==> config.mk <==
export PLATFORM = sky130hd
export DESIGN_NAME = spi_mult_fsm
export DESIGN_NICKNAME = d
export VERILOG_FILES = /design/src/rtl/spi_mult_fsm.sv
export SDC_FILE = /design/constraint.sdc
export NUM_CORES = 1
export LEC_CHECK = 0
export ABC_AREA = 1
export ABC_CLOCK_PERIOD_IN_PS = 1700
export CORE_MARGIN = 3
export CORE_UTILIZATION = 40
export DETAILED_ROUTE_END_ITERATION = 16
export GPL_TIMING_DRIVEN = 1
export PLACE_DENSITY = 0.65
export SYNTH_ARGS = -nofsm -noshare
export SYNTH_HDL_FRONTEND = slang
export SYNTH_SLANG_ARGS = --single-unit
==> constraint.sdc <==
create_clock -name clk -period 1.7 [get_ports clk]
set_input_delay 0.34 -clock clk [delete_from_list [all_inputs] [get_ports clk]]
set_output_delay 0.34 -clock clk [all_outputs]
set_load 0.005 [all_outputs]
==> src/rtl/spi_mult_fsm.sv <==
// -----------------------------------------------------------------------------
// spi_mult_fsm
//   Control FSM for the SPI multiplier peripheral. It sequences the serial
//   shift-in of both operands, pulses the multiplier start, parallel-loads the
//   product into the MISO shift register and then hands the MISO line to that
//   register until the master deselects the peripheral.
//
//   sclk, cs and done are treated as plain data and registered on clk; every
//   decision is taken from the registered copies.
//
// Ports
//   clk          in   system clock, all state updates on the rising edge
//   rst_n        in   asynchronous active-low reset
//   sclk         in   SPI serial clock (sampled)
//   cs           in   peripheral select, active-high
//   done         in   multiplier finished (level)
//   mode         out  shift-register mode: 00 hold, 01 serial in,
//                     10 parallel load, 11 serial out
//   start        out  one-clk pulse that starts the multiplier
//   misobuffCNTL out  1 = MISO buffer drives the line
//   actualstate  out  current state code
//
// Configuration
//   FSMULT_TIMEOUT_EN  when defined, MULT gives up and returns to WAIT after
//                      MULT_TIMEOUT clk cycles without done. When undefined,
//                      MULT waits for done indefinitely.
// -----------------------------------------------------------------------------
module spi_mult_fsm #(
    parameter int unsigned LOAD_BITS    = 16,
    parameter int unsigned MULT_TIMEOUT = 255
) (
    input  logic       clk,
    input  logic       rst_n,
    input  logic       sclk,
    input  logic       cs,
    input  logic       done,
    output logic [1:0] mode,
    output logic       start,
    output logic       misobuffCNTL,
    output logic [2:0] actualstate
);

    typedef enum logic [2:0] {
        ST_WAIT       = 3'd0,
        ST_LOAD       = 3'd1,
        ST_MULT       = 3'd2,
        ST_MULTRES    = 3'd3,
        ST_MISORESULT = 3'd4
    } state_t;

    // Counter must be able to hold LOAD_BITS itself (value after the last rise).
    localparam int unsigned     CNT_W     = $clog2(LOAD_BITS + 1);
    localparam logic [CNT_W-1:0] LOAD_LAST = CNT_W'(LOAD_BITS);

    // Both parameters size counters; zero would leave nothing to count.
    generate
        if (LOAD_BITS < 1 || MULT_TIMEOUT < 1) begin : g_bad_params
            $error("spi_mult_fsm: LOAD_BITS and MULT_TIMEOUT must be at least 1");
        end
    endgenerate

    // -------------------------------------------------------------------------
    // Input stage
    // -------------------------------------------------------------------------
    logic r_sclk_q;
    logic r_sclk_q_d;
    logic r_cs_q;
    logic r_done_q;
    logic w_sclk_rise;

    always_ff @(posedge clk or negedge rst_n) begin
        if (!rst_n) begin
            r_sclk_q   <= 1'b0;
            r_sclk_q_d <= 1'b0;
            r_cs_q     <= 1'b0;
            r_done_q   <= 1'b0;
        end else begin
            r_sclk_q   <= sclk;
            r_sclk_q_d <= r_sclk_q;
            r_cs_q     <= cs;
            r_done_q   <= done;
        end
    end

    assign w_sclk_rise = r_sclk_q & ~r_sclk_q_d;

    // -------------------------------------------------------------------------
    // Next-state logic
    // -------------------------------------------------------------------------
    state_t           r_state;
    state_t           w_state_next;
    logic [CNT_W-1:0] r_bit_cnt;
    logic [CNT_W-1:0] w_bit_cnt_inc;
    logic [1:0]       r_mode;
    logic             r_start;
    logic             r_miso_en;

    assign w_bit_cnt_inc = r_bit_cnt + 1'b1;

`ifdef FSMULT_TIMEOUT_EN
    localparam int unsigned     TO_W    = $clog2(MULT_TIMEOUT + 1);
    // Leaving on this count gives exactly MULT_TIMEOUT cycles spent in MULT.
    localparam logic [TO_W-1:0] TO_LAST = TO_W'(MULT_TIMEOUT - 1);

    logic [TO_W-1:0] r_to_cnt;
    logic            w_mult_timeout;

    assign w_mult_timeout = (r_to_cnt == TO_LAST);
`endif

    always_comb begin
        w_state_next = r_state;
        // Deselect aborts everything and outranks every other transition.
        if (r_state != ST_WAIT && !r_cs_q) begin
            w_state_next = ST_WAIT;
        end else begin
            case (r_state)
                ST_WAIT: begin
                    if (r_cs_q) begin
                        w_state_next = ST_LOAD;
                    end
                end
                ST_LOAD: begin
                    if (w_sclk_rise && (w_bit_cnt_inc == LOAD_LAST)) begin
                        w_state_next = ST_MULT;
                    end
                end
                ST_MULT: begin
                    if (r_done_q) begin
                        w_state_next = ST_MULTRES;
                    end
`ifdef FSMULT_TIMEOUT_EN
                    else if (w_mult_timeout) begin
                        w_state_next = ST_WAIT;
                    end
`endif
                end
                ST_MULTRES: begin
                    if (w_sclk_rise) begin
                        w_state_next = ST_MISORESULT;
                    end
                end
                ST_MISORESULT: begin
                    // Held until deselect, handled by the abort above.
                    w_state_next = ST_MISORESULT;
                end
                default: begin
                    w_state_next = ST_WAIT;
                end
            endcase
        end
    end

    // -------------------------------------------------------------------------
    // State, counters and registered Moore outputs. Outputs are decoded from
    // the next state so they change on the same edge as actualstate.
    // -------------------------------------------------------------------------
    always_ff @(posedge clk or negedge rst_n) begin
        if (!rst_n) begin
            r_state   <= ST_WAIT;
            r_bit_cnt <= '0;
            r_mode    <= 2'b00;
            r_start   <= 1'b0;
            r_miso_en <= 1'b0;
`ifdef FSMULT_TIMEOUT_EN
            r_to_cnt  <= '0;
`endif
        end else begin
            r_state <= w_state_next;

            // The counter only runs in LOAD; every other state (including the
            // mandatory pass through WAIT after an abort) clears it.
            if (r_state == ST_LOAD) begin
                if (w_sclk_rise) begin
                    r_bit_cnt <= w_bit_cnt_inc;
                end
            end else begin
                r_bit_cnt <= '0;
            end

`ifdef FSMULT_TIMEOUT_EN
            if (r_state == ST_MULT && w_state_next == ST_MULT) begin
                r_to_cnt <= r_to_cnt + 1'b1;
            end else begin
                r_to_cnt <= '0;
            end
`endif

            // Single-cycle pulse on the edge that enters MULT.
            r_start <= (w_state_next == ST_MULT) && (r_state != ST_MULT);

            case (w_state_next)
                ST_LOAD: begin
                    r_mode    <= 2'b01;
                    r_miso_en <= 1'b0;
                end
                ST_MULTRES: begin
                    r_mode    <= 2'b10;
                    r_miso_en <= 1'b0;
                end
                ST_MISORESULT: begin
                    r_mode    <= 2'b11;
                    r_miso_en <= 1'b1;
                end
                default: begin
                    r_mode    <= 2'b00;
                    r_miso_en <= 1'b0;
                end
            endcase
        end
    end

    assign mode         = r_mode;
    assign start        = r_start;
    assign misobuffCNTL = r_miso_en;
    assign actualstate  = r_state;

endmodule

==> summary.md, run 1 <==
| Metric | Value |
|---|---|
| Status | complete, no violations |
| Worst slew pin tran | 0.284 ns |
| DIE HEIGHT | 49.9 µm |
| Fin Hold WS | 0.354 ns |
| Final Wtd Congestion | 0.820 |
| Most numerous cell in the Yosys netlist | nand2_1 |
| Largest cells by area after synthesis | dfrtp_1 52%, nand2_1 10%, inv_1 7.3% |
| Antenna cell count | 0 |
| Flop2flop setup slack | 0.27 ns |
| Htree depth | 1 |
| Crit path launch | actualstate[2] |
| R2R cell count | 11 |
| Post-DP Area | 918 µm² |
| CP Class | reg -> out |
| Die area | 2490 µm² |
| CP Cell Sequence | clkdlybuf4s50_1 |
| Fin nets | 116 |
| Largest net degree at the start of global routing | 17 |
| Filler cells | 173 |
| Sequential-to-total area share from yosys stat | 0.520 |
| Post-CTS Setup Bufs | 0 |
| Synth Instances | 92 |
| Top cell type's share of synthesized area | 0.520 |
| Crit path capture | actualstate[2] |
| First drt pass iteration count | 4 |
| CP max-delay cell | clkdlybuf4s50_1 |
| Async SR Flop Fraction | 1.00 |
| Worst r2r src | r_bit_cnt[0] |
| Synth area leader | dfrtp_1 |
| Post-DRT Antenna Nets | 0 |
| Footprint of the multi-input gates | 302 µm² |
| Maximum root-to-sink buffer count | 2 |
| Total grt overflow | 0 |
| Vias | 594 |
| Num rows | 15 |
| TritonCTS Buffers | 3 |
| Post-synth top flop | dfrtp_1 |
| Synth cell types | 16 |
| CP Capture Type | output port |
| Switching power | 331 µW |
| Sw frac | 0.327 |
| Max Freq | 635 MHz |
| Slew margin rel. | 0.810 |
| Vias in the first global route | 529 |
| Worst-Skew Late Latency | 0.29 ns |
| Port Buffers | 11 |
| Data required, critical path | 1.36 ns |
| IO Pins | 12 |
| RSZ-0062 raised after global routing | no |
| All-Layer GR Usage | 0.118 |
| Layout cells sized above 1 | 0.167 |
| Clock-pin transition on the worst setup and hold timing paths | 0.09 ns |
| Skew final | 0.00121 ns |
| Initial core utilization | 0.436 |
| Initial antenna violation count | 0 |
| Final period util | 0.926 |
| Power per Cell Area | 1060 nW/µm² |
| Die Width | 49.9 µm |
| Worst Path Arrival | 1.23 ns |
| Syn_nets | 99 |
| CTS tree | done |
| Synthesized area per cell | 8.36 µm² |
| R2r endpoint | start |
| Mapped cell area | 769 µm² |
| Yosys reg bits | 16 |
| Clock share of power | 0.247 |
| Max rail drop VDD | 613 µV |
| Synth Warn # | 0 |
| Hold Vio Cnt, Final | 0 |
| Critical path's top delay family | buffers and inverters |
| Pint | 682 µW |
| Core area | 1760 µm² |
| Hold buffer count at CTS | 0 |
| Comb pwr share | 0.274 |
| Leakage | 0.490 nW |
| Final min period | 1.57 ns |
| Root Buffer | clkbuf_4 |
| Critical-path maximum fanout | 5 |
| DRC violations left | 0 |
| Post-Route WL | 1290 µm |
| HP Class | in -> async |
| Commonest cells post-synth | 21 x nand2_1, 16 x dfrtp_1, 15 x inv_1, 9 x nand3_1, 6 x nor2_1 |
| Storage element area | 400 µm² |
| CP max stage delay | 0.53 ns |
| Reg power frac | 0.479 |
| CTS sink count | 16 |
| Detailed Route Iter0 Violations | 6 |
| Final setup vio count | 0 |
| Cell depth of the worst setup path | 1 |
| Dpl hpwl | 966 µm |
| CP bufs+invs | 1 |
| Max-Cap Viols | 0 |
| Max-slew violation count | 0 |
| First-pass GRT wire length | 2150 µm |
| Area grow syn2layout | 24.1% |
| Drt wl/cell | 9.67 µm |
| Sum Neg Setup Slack | 0 ns |
| Setup crit start kind | flip-flop |
| Post_cts resized | 0 |
| Mean number of vias per cell | 4.47 |
| Final Cell Area | 955 µm² |
| Number of enable flip-flop cells after synthesis | 0 |
==> layout by cell type, fill, tap and decap left out <==
| cell | Yosys | layout |
|---|---|---|
| buf_4 | 0 | 1 |
| clkbuf_4 | 0 | 3 |
| and2_1 | 1 | 1 |
| nand2_2 | 4 | 4 |
| dfrtp_1 | 16 | 16 |
| nand4_1 | 2 | 2 |
| a21oi_1 | 2 | 2 |
| inv_1 | 15 | 15 |
| ha_1 | 2 | 2 |
| clkdlybuf4s50_1 | 0 | 11 |
| nand3_2 | 1 | 1 |
| o21ai_0 | 4 | 4 |
| clkbuf_8 | 0 | 1 |
| nor2_2 | 4 | 4 |
| nand3_1 | 9 | 9 |
| inv_2 | 3 | 3 |
| o211a_1 | 1 | 1 |
| nor2_1 | 6 | 6 |
| nor2_4 | 1 | 1 |
| nand2_1 | 21 | 21 |
==> registers in the layout, indices dropped and copies added, names as in the netlist <==
register and cells:
r_done_q 1, r_sclk_q_d 1, r_sclk_q 1, r_cs_q 1, misobuffCNTL 1, actualstate 3, r_bit_cnt 5, start 1
mode 2
==> stage by stage <==
stage / std cells / total power [mW] / setup slack [ns] / utilization
global route: 133 / 1.10 / 0.0618 / 0.541
global placement: 129 / 0.770 / 0.299 / 0.521
CTS: 133 / 1.02 / 0.121 / 0.541
finish: 133 / 1.01 / 0.126 / 0.541
floorplan: 92 / 0.665 / 0.374 / -
detailed placement: 129 / 0.773 / 0.277 / 0.521
==> power groups by stage <==
| stage | registers [mW] | logic, mW | clock network (mW) |
|---|---|---|---|
| finish | 0.485 | 0.278 | 0.250 |
| global route | 0.494 | 0.327 | 0.283 |
| CTS | 0.484 | 0.283 | 0.255 |
| detailed placement | 0.492 | 0.281 | 0 |
| global placement | 0.489 | 0.280 | 0 |
| floorplan | 0.485 | 0.180 | 0 |
==> cell families (layout without fill, tap and decap cells) <==
| kind of cell | count (synthesis) | in the layout | share of synthesized area |
|---|---|---|---|
| adders and majority gates | 2 | 2 | 0.0325 |
| buffers and inverters | 18 | 34 | 0.0878 |
| DFF | 16 | 16 | 0.520 |
| AOI/OAI and AO/OA | 7 | 7 | 0.0520 |
| and+or+nand+nor | 49 | 49 | 0.307 |
==> per-layer routing <==
| metal | part of all wire | vias to the layer above | wire, µm | global-route usage |
|---|---|---|---|---|
| met2 | 0.45 | 13 | 575 | 0.176 |
| li1 | - | 318 | - | - |
| met3 | 0.049 | 4 | 63 | 0.0302 |
| met1 | 0.48 | 259 | 616 | 0.147 |
| met5 | 0 | - | 0 | 0 |
| met4 | 0.023 | 0 | 30 | 0.0829 |
==> area by class of cell <==
type,count,area share
Clock buffer,4,0.0380
Inverter,18,0.0708
Tap cell,25,0.0328
Timing Repair Buffer,12,0.123
Multi-Input combinational cell,58,0.316
Sequential cell,16,0.419
==> worst min-delay path by stage <==
stage / depth (start not counted) / slack [ns] / to
2_1_floorplan: 0 / 0.04 / actualstate[0]
5_1_grt: 2 / 0.36 / r_bit_cnt[2]
3_3_place_gp: 0 / 0.36 / r_sclk_q_d
3_5_place_dp: 0 / 0.36 / r_sclk_q_d
6_report: 2 / 0.35 / r_bit_cnt[3]
4_1_cts: 2 / 0.36 / r_bit_cnt[2]
Power figures use the tool's default switching activity.
==> inputs of run 2 (changes only) <==
--- a/config.mk
+++ b/config.mk
@@ -11,6 +11,7 @@
 export CORE_UTILIZATION = 40
 export DETAILED_ROUTE_END_ITERATION = 16
 export GPL_TIMING_DRIVEN = 1
+export HOLD_SLACK_MARGIN = 0.03
 export PLACE_DENSITY = 0.65
 export SYNTH_ARGS = -nofsm -noshare
 export SYNTH_HDL_FRONTEND = slang
==> results of run 2 <==
No change in the layout: final DEF, timing and power equal those of run 1.
